## src/rtl/reg_write_sched.sv

```systemverilog
// reg_write_sched: write-port scheduler for the 8x8 register file.
// Merges ALU and load-return writebacks into an in-order FIFO and issues
// at most one registered write per cycle. BUSYWAIT holds off the CPU
// before a dual push could overflow the queue.
// Optional feature macro: REGSCHED_SCOREBOARD_EN (registered PEND_MASK of
// registers with a queued or issuing write; tied to zero when undefined).
module reg_write_sched #(
  parameter int DEPTH = 4,
  parameter int AW    = 3,
  parameter int DW    = 8
) (
  input  logic                CLOCK,
  input  logic                RESET,
  input  logic                ALU_REQ,
  input  logic [AW-1:0]       ALU_ADDR,
  input  logic [DW-1:0]       ALU_DATA,
  input  logic                MEM_REQ,
  input  logic [AW-1:0]       MEM_ADDR,
  input  logic [DW-1:0]       MEM_DATA,
  output logic                RF_WRITE,
  output logic [AW-1:0]       RF_INADDRESS,
  output logic [DW-1:0]       RF_IN,
  output logic                BUSYWAIT,
  output logic [(1<<AW)-1:0]  PEND_MASK
);
  localparam int PW   = $clog2(DEPTH);
  localparam int CW   = PW + 1;
  localparam int NREG = 1 << AW;

  logic [CW-1:0]              count_q, count_d;
  logic [PW-1:0]              rd_ptr_q, rd_ptr_d;
  logic [PW-1:0]              wr_ptr_q, wr_ptr_d;
  logic [DEPTH-1:0][AW-1:0]   ent_addr_q, ent_addr_d;
  logic [DEPTH-1:0][DW-1:0]   ent_data_q, ent_data_d;
  logic                       rf_write_q, rf_write_d;
  logic [AW-1:0]              rf_addr_q, rf_addr_d;
  logic [DW-1:0]              rf_data_q, rf_data_d;

  logic          mem_push, alu_push, pop;
  logic [PW-1:0] alu_slot;

  // Stall once only one free slot remains, so 2 pushes + 1 pop always fit.
  assign BUSYWAIT = (count_q >= CW'(DEPTH - 1));
  assign mem_push = MEM_REQ & ~BUSYWAIT;
  assign alu_push = ALU_REQ & ~BUSYWAIT;
  assign pop      = (count_q != '0);

  // FIFO next state: load entry (older instruction) goes in before ALU entry.
  always_comb begin
    ent_addr_d = ent_addr_q;
    ent_data_d = ent_data_q;
    alu_slot   = wr_ptr_q + PW'(mem_push);
    if (mem_push) begin
      ent_addr_d[wr_ptr_q] = MEM_ADDR;
      ent_data_d[wr_ptr_q] = MEM_DATA;
    end
    if (alu_push) begin
      ent_addr_d[alu_slot] = ALU_ADDR;
      ent_data_d[alu_slot] = ALU_DATA;
    end
    wr_ptr_d = wr_ptr_q + PW'(mem_push) + PW'(alu_push);
    rd_ptr_d = rd_ptr_q + PW'(pop);
    count_d  = count_q + CW'(mem_push) + CW'(alu_push) - CW'(pop);
  end

  // Issue stage: head entry becomes a one-cycle write; address/data hold otherwise.
  always_comb begin
    rf_write_d = pop;
    rf_addr_d  = rf_addr_q;
    rf_data_d  = rf_data_q;
    if (pop) begin
      rf_addr_d = ent_addr_q[rd_ptr_q];
      rf_data_d = ent_data_q[rd_ptr_q];
    end
  end

  // State registers; reset flushes the queue and drops same-cycle requests.
  always_ff @(posedge CLOCK) begin
    if (RESET) begin
      count_q    <= '0;
      rd_ptr_q   <= '0;
      wr_ptr_q   <= '0;
      ent_addr_q <= '0;
      ent_data_q <= '0;
      rf_write_q <= 1'b0;
      rf_addr_q  <= '0;
      rf_data_q  <= '0;
    end else begin
      count_q    <= count_d;
      rd_ptr_q   <= rd_ptr_d;
      wr_ptr_q   <= wr_ptr_d;
      ent_addr_q <= ent_addr_d;
      ent_data_q <= ent_data_d;
      rf_write_q <= rf_write_d;
      rf_addr_q  <= rf_addr_d;
      rf_data_q  <= rf_data_d;
    end
  end

  assign RF_WRITE     = rf_write_q;
  assign RF_INADDRESS = rf_addr_q;
  assign RF_IN        = rf_data_q;

`ifdef REGSCHED_SCOREBOARD_EN
  logic [NREG-1:0] pend_q, pend_d;
  logic [PW-1:0]   offs;

  // Mask of registers owned by valid entries after this edge, plus the issuing write.
  always_comb begin
    pend_d = '0;
    offs   = '0;
    for (int k = 0; k < DEPTH; k++) begin
      offs = PW'(k) - rd_ptr_d;
      if ({1'b0, offs} < count_d) pend_d[ent_addr_d[k]] = 1'b1;
    end
    if (rf_write_d) pend_d[rf_addr_d] = 1'b1;
  end

  // Pending mask register, cleared with the queue.
  always_ff @(posedge CLOCK) begin
    if (RESET) pend_q <= '0;
    else       pend_q <= pend_d;
  end

  assign PEND_MASK = pend_q;
`else
  assign PEND_MASK = '0;
`endif

endmodule

```

## config.mk

```make
export PLATFORM = sky130hd
export DESIGN_NAME = reg_write_sched
export DESIGN_NICKNAME = d
export VERILOG_FILES = /design/src/rtl/reg_write_sched.sv
export SDC_FILE = /design/constraint.sdc
export NUM_CORES = 1
export LEC_CHECK = 0
export CORE_AREA = 5 5 90 92
export CTS_BUF_LIST = sky130_fd_sc_hd__clkbuf_16
export CTS_CLUSTER_SIZE = 12
export DETAILED_ROUTE_END_ITERATION = 8
export DIE_AREA = 0 0 95 97
export PLACE_DENSITY = 0.77
export SLEW_MARGIN = 15
export SYNTH_ARGS = -nofsm -noshare
export SYNTH_HDL_FRONTEND = slang
export SYNTH_SLANG_ARGS = --single-unit
```

## constraint.sdc

```tcl
create_clock -name CLOCK -period 2.5 [get_ports CLOCK]
set_input_delay 0.5 -clock CLOCK [delete_from_list [all_inputs] [get_ports CLOCK]]
set_output_delay 0.5 -clock CLOCK [all_outputs]
set_load 0.005 [all_outputs]
```

==> results of run 1 <==
## worst min-delay path: cells and delay by family, from the launching register on
kind | cells | cell delay [ns]
DFF | 1 | 0.31
AOI/OAI and AO/OA | 1 | 0.05
and+or+nand+nor | 1 | 0.05
## per-stage QoR
step | std cells | instance area [µm²]
6_report | 497 | 4200
5_1_grt | 497 | 4200
4_1_cts | 497 | 4180
3_5_place_dp | 481 | 3870
3_3_place_gp | 481 | 3870
2_1_floorplan | 362 | 3410
## worst max path at each step
stage / end / startpoint / cells after the start
global route: count_q[1]$_SDFF_PP0_ / count_q[2]$_SDFF_PP0_ / 10
CTS: count_q[2]$_SDFF_PP0_ / count_q[2]$_SDFF_PP0_ / 11
detailed placement: count_q[2]$_SDFF_PP0_ / MEM_REQ / 9
finish: BUSYWAIT / count_q[2]$_SDFF_PP0_ / 7
floorplan: count_q[2]$_SDFF_PP0_ / count_q[2]$_SDFF_PP0_ / 12
global placement: count_q[2]$_SDFF_PP0_ / MEM_REQ / 9
## power breakdown
group	switching (mW)	internal [mW]	total, mW
Combinational	1.01	1.01	2.03
Clock	0.429	0.864	1.29
Sequential	0.233	1.34	1.57
Total	1.67	3.22	4.89
## timing repair
action / CTS / global route
endpoints found under the setup margin: 0 / 3
setup buffers: 0 / 0
gates resized for setup: 0 / 5
hold buffers: 0 / 0
## synthesized netlist by cell type, types with 3 or more instances
master	instances
a211oi_2	11
a21oi_1	11
a311oi_1	12
a311oi_2	21
buf_2	10
buf_4	12
buf_6	5
clkbuf_1	9
dfxtp_1	63
ha_1	5
inv_1	7
mux2i_1	11
mux4_2	11
nand2_1	88
nor2_1	49
nor2b_1	4
xnor2_1	3
## cell type report
| cell class | instances | area (µm²) | share of cell area [%] |
|---|---|---|---|
| Multi-Input combinational cell | 256 | 1890 | 45.1 |
| Sequential cell | 63 | 1260 | 30.1 |
| Timing Repair Buffer | 56 | 577 | 13.7 |
| Clock buffer | 9 | 225 | 5.36 |
| Tap cell | 99 | 124 | 2.95 |
| Clock inverter | 7 | 87.6 | 2.09 |
| Inverter | 7 | 26.3 | 0.626 |
## logic make-up after synthesis
logic type	Yosys count	synth area share, %
AOI/OAI and AO/OA	56	18.4
xor gates and xnor gates	5	1.74
adders and majority gates	7	3.04
buffers and inverters	43	7.60
DFF	63	37.4
muxes	22	10.6
other	1	0.111
and+or+nand+nor	158	21.1
## routing by layer
metal / global-route usage [%] / vias up / wire length, µm
li1: - / 1309 / -
met1: 24.7 / 1302 / 3340
met2: 31.2 / 98 / 4170
met3: 2.87 / 16 / 450
met4: 10.7 / 0 / 213
met5: 0 / - / 0
## state kept, by name, summed over array words and instances, names as in the netlist
signal,cells
RF_IN,8
RF_INADDRESS,3
RF_WRITE,1
count_q,3
ent_addr_q,12
ent_data_q,32
rd_ptr_q,2
wr_ptr_q,2
==> run summary, run 1 <==
Fill cells: 622
Kind of cell adding the most delay to the critical path: buffers and inverters
Boundary Pins: 47
Tot Pwr: 4.89 mW
Overall Global Routing Usage: 19.4%
Initial Util: 47.3%
Cells along the critical path: inv_1, ha_1, o21ai_2, buf_6, and2_1, inv_1, clkdlybuf4s50_1
Fin crit share: 95.7%
Setup violators final: 0
Reg2Reg Capture Point: count_q[1]$_SDFF_PP0_
Largest net degree at the start of global routing: 59
Slew @ Worst Pin: 0.620 ns
Pre-antenna DRT Iters: 5
CTS Root Cell: clkbuf_16
Worst Hold Endpoint: RF_IN[1]$_SDFFE_PP0N_
Hold Path Stages: 2
Clk sinks: 63
Vias: 2,725
Post-synth top area share: 37.4%
Slowest stage delay, CP: 0.44 ns
Clock Tree Buf Depth: 2
Register area share after synthesis: 37.4%
Initial antenna violation count: 0
Status: finished, final reports clean
Pre-CTS WS: -0.128 ns
Commonest non-fill, non-tap cell in the layout: nand2_1
Worst skew pair latency: 0.33 ns
Synth Warn #: 0
PwrDens: 1170 nW/µm²
Total Routed Length: 8.17 mm
Min-delay src: RF_IN[1]$_SDFFE_PP0N_
Reg-to-reg slack, setup: 0.13 ns
Most frequent cell on the critical path: inv_1
Ys async rst share: 0%
Residual DRC count: 0
Cell area after synthesis: 3380 µm²
Setup crit end kind: primary output
Max cap viols: 0
P&R area growth vs syn: 24.4%
Nets@finish: 426
Vias in the first global route: 2,805
Most frequent cells in the layout: nand2_1 (88), dfxtp_1 (62), nor2_1 (49)
Number of flops mapped to enable cells by yosys: 0
H-tree lvl count: 3
GP Congestion: 0.816
Crit-path slowest cell: clkdlybuf4s50_1
Syn_area_per_cell: 9.51 µm²
Top cells by area, synth: dfxtp_1 (37%), nand2_1 (9.8%), a311oi_2 (9.3%), mux4_2 (7.3%), nor2_1 (5.4%)
Clock transition at the registers of the reported paths: 0.05 ns
Slew margin rel.: 58.6%
Die height: 97 µm
Reg2reg path depth: 10
PnR worst setup slack: 0.108 ns
DR WL/cell: 16.4 µm
Total negative setup slack: 0 ns
Top cell type by total area after synthesis: dfxtp_1
CTS tree: yes
Final Util: 58.8%
Vias per cell: 5.48
Synthesis-stage register bit count: 63
Required @ worst endpoint: 2.00 ns
Tmin final: 2.39 ns
Worst flop-to-flop path startpoint: count_q[2]$_SDFF_PP0_
Data arrival time of the critical path: 1.89 ns
Crit path buffers/inverters: 4
VDD IR max: 0.405 mV
Fraction of layout cells with a size suffix above 1: 22.6%
CTS buffer count: 9
Overflow after GRT: 0
Upper clock frequency limit: 0.418 GHz
Synth cell types: 36
RSZ-0062 raised after global routing: no
Cells after Synth: 355
Crit Path Category: reg2out
Initial DRC Count: 212
First-pass GRT wire length: 14.0 mm
Die Area: 9220 µm²
Crit-path max FO: 13
Die W: 95 µm
Post-DP HPWL: 5.52 mm
Type of the tightest min-delay check: reg2reg
Synth Flop Type: dfxtp_1
LEAKAGE: 1.59 nW
Critical Path Start Type: flop
DRT antenna net count: 0
WHS: 0.450 ns
Port Buffer Count: 38
Final count of pins violating max slew: 0
Core Footprint: 7140 µm²
# rows: 31
Antenna diode count: 0
Hold Violations, Final: 0
Clk_skew: 0.00596 ns
Power figures use the tool's default switching activity.
==> run 2, diff against run 1 <==
Settings changed: GPL_ROUTABILITY_DRIVEN set to 0.
==> results of run 2 <==
Same layout as run 1: the final DEF is identical, and so are final timing and power.
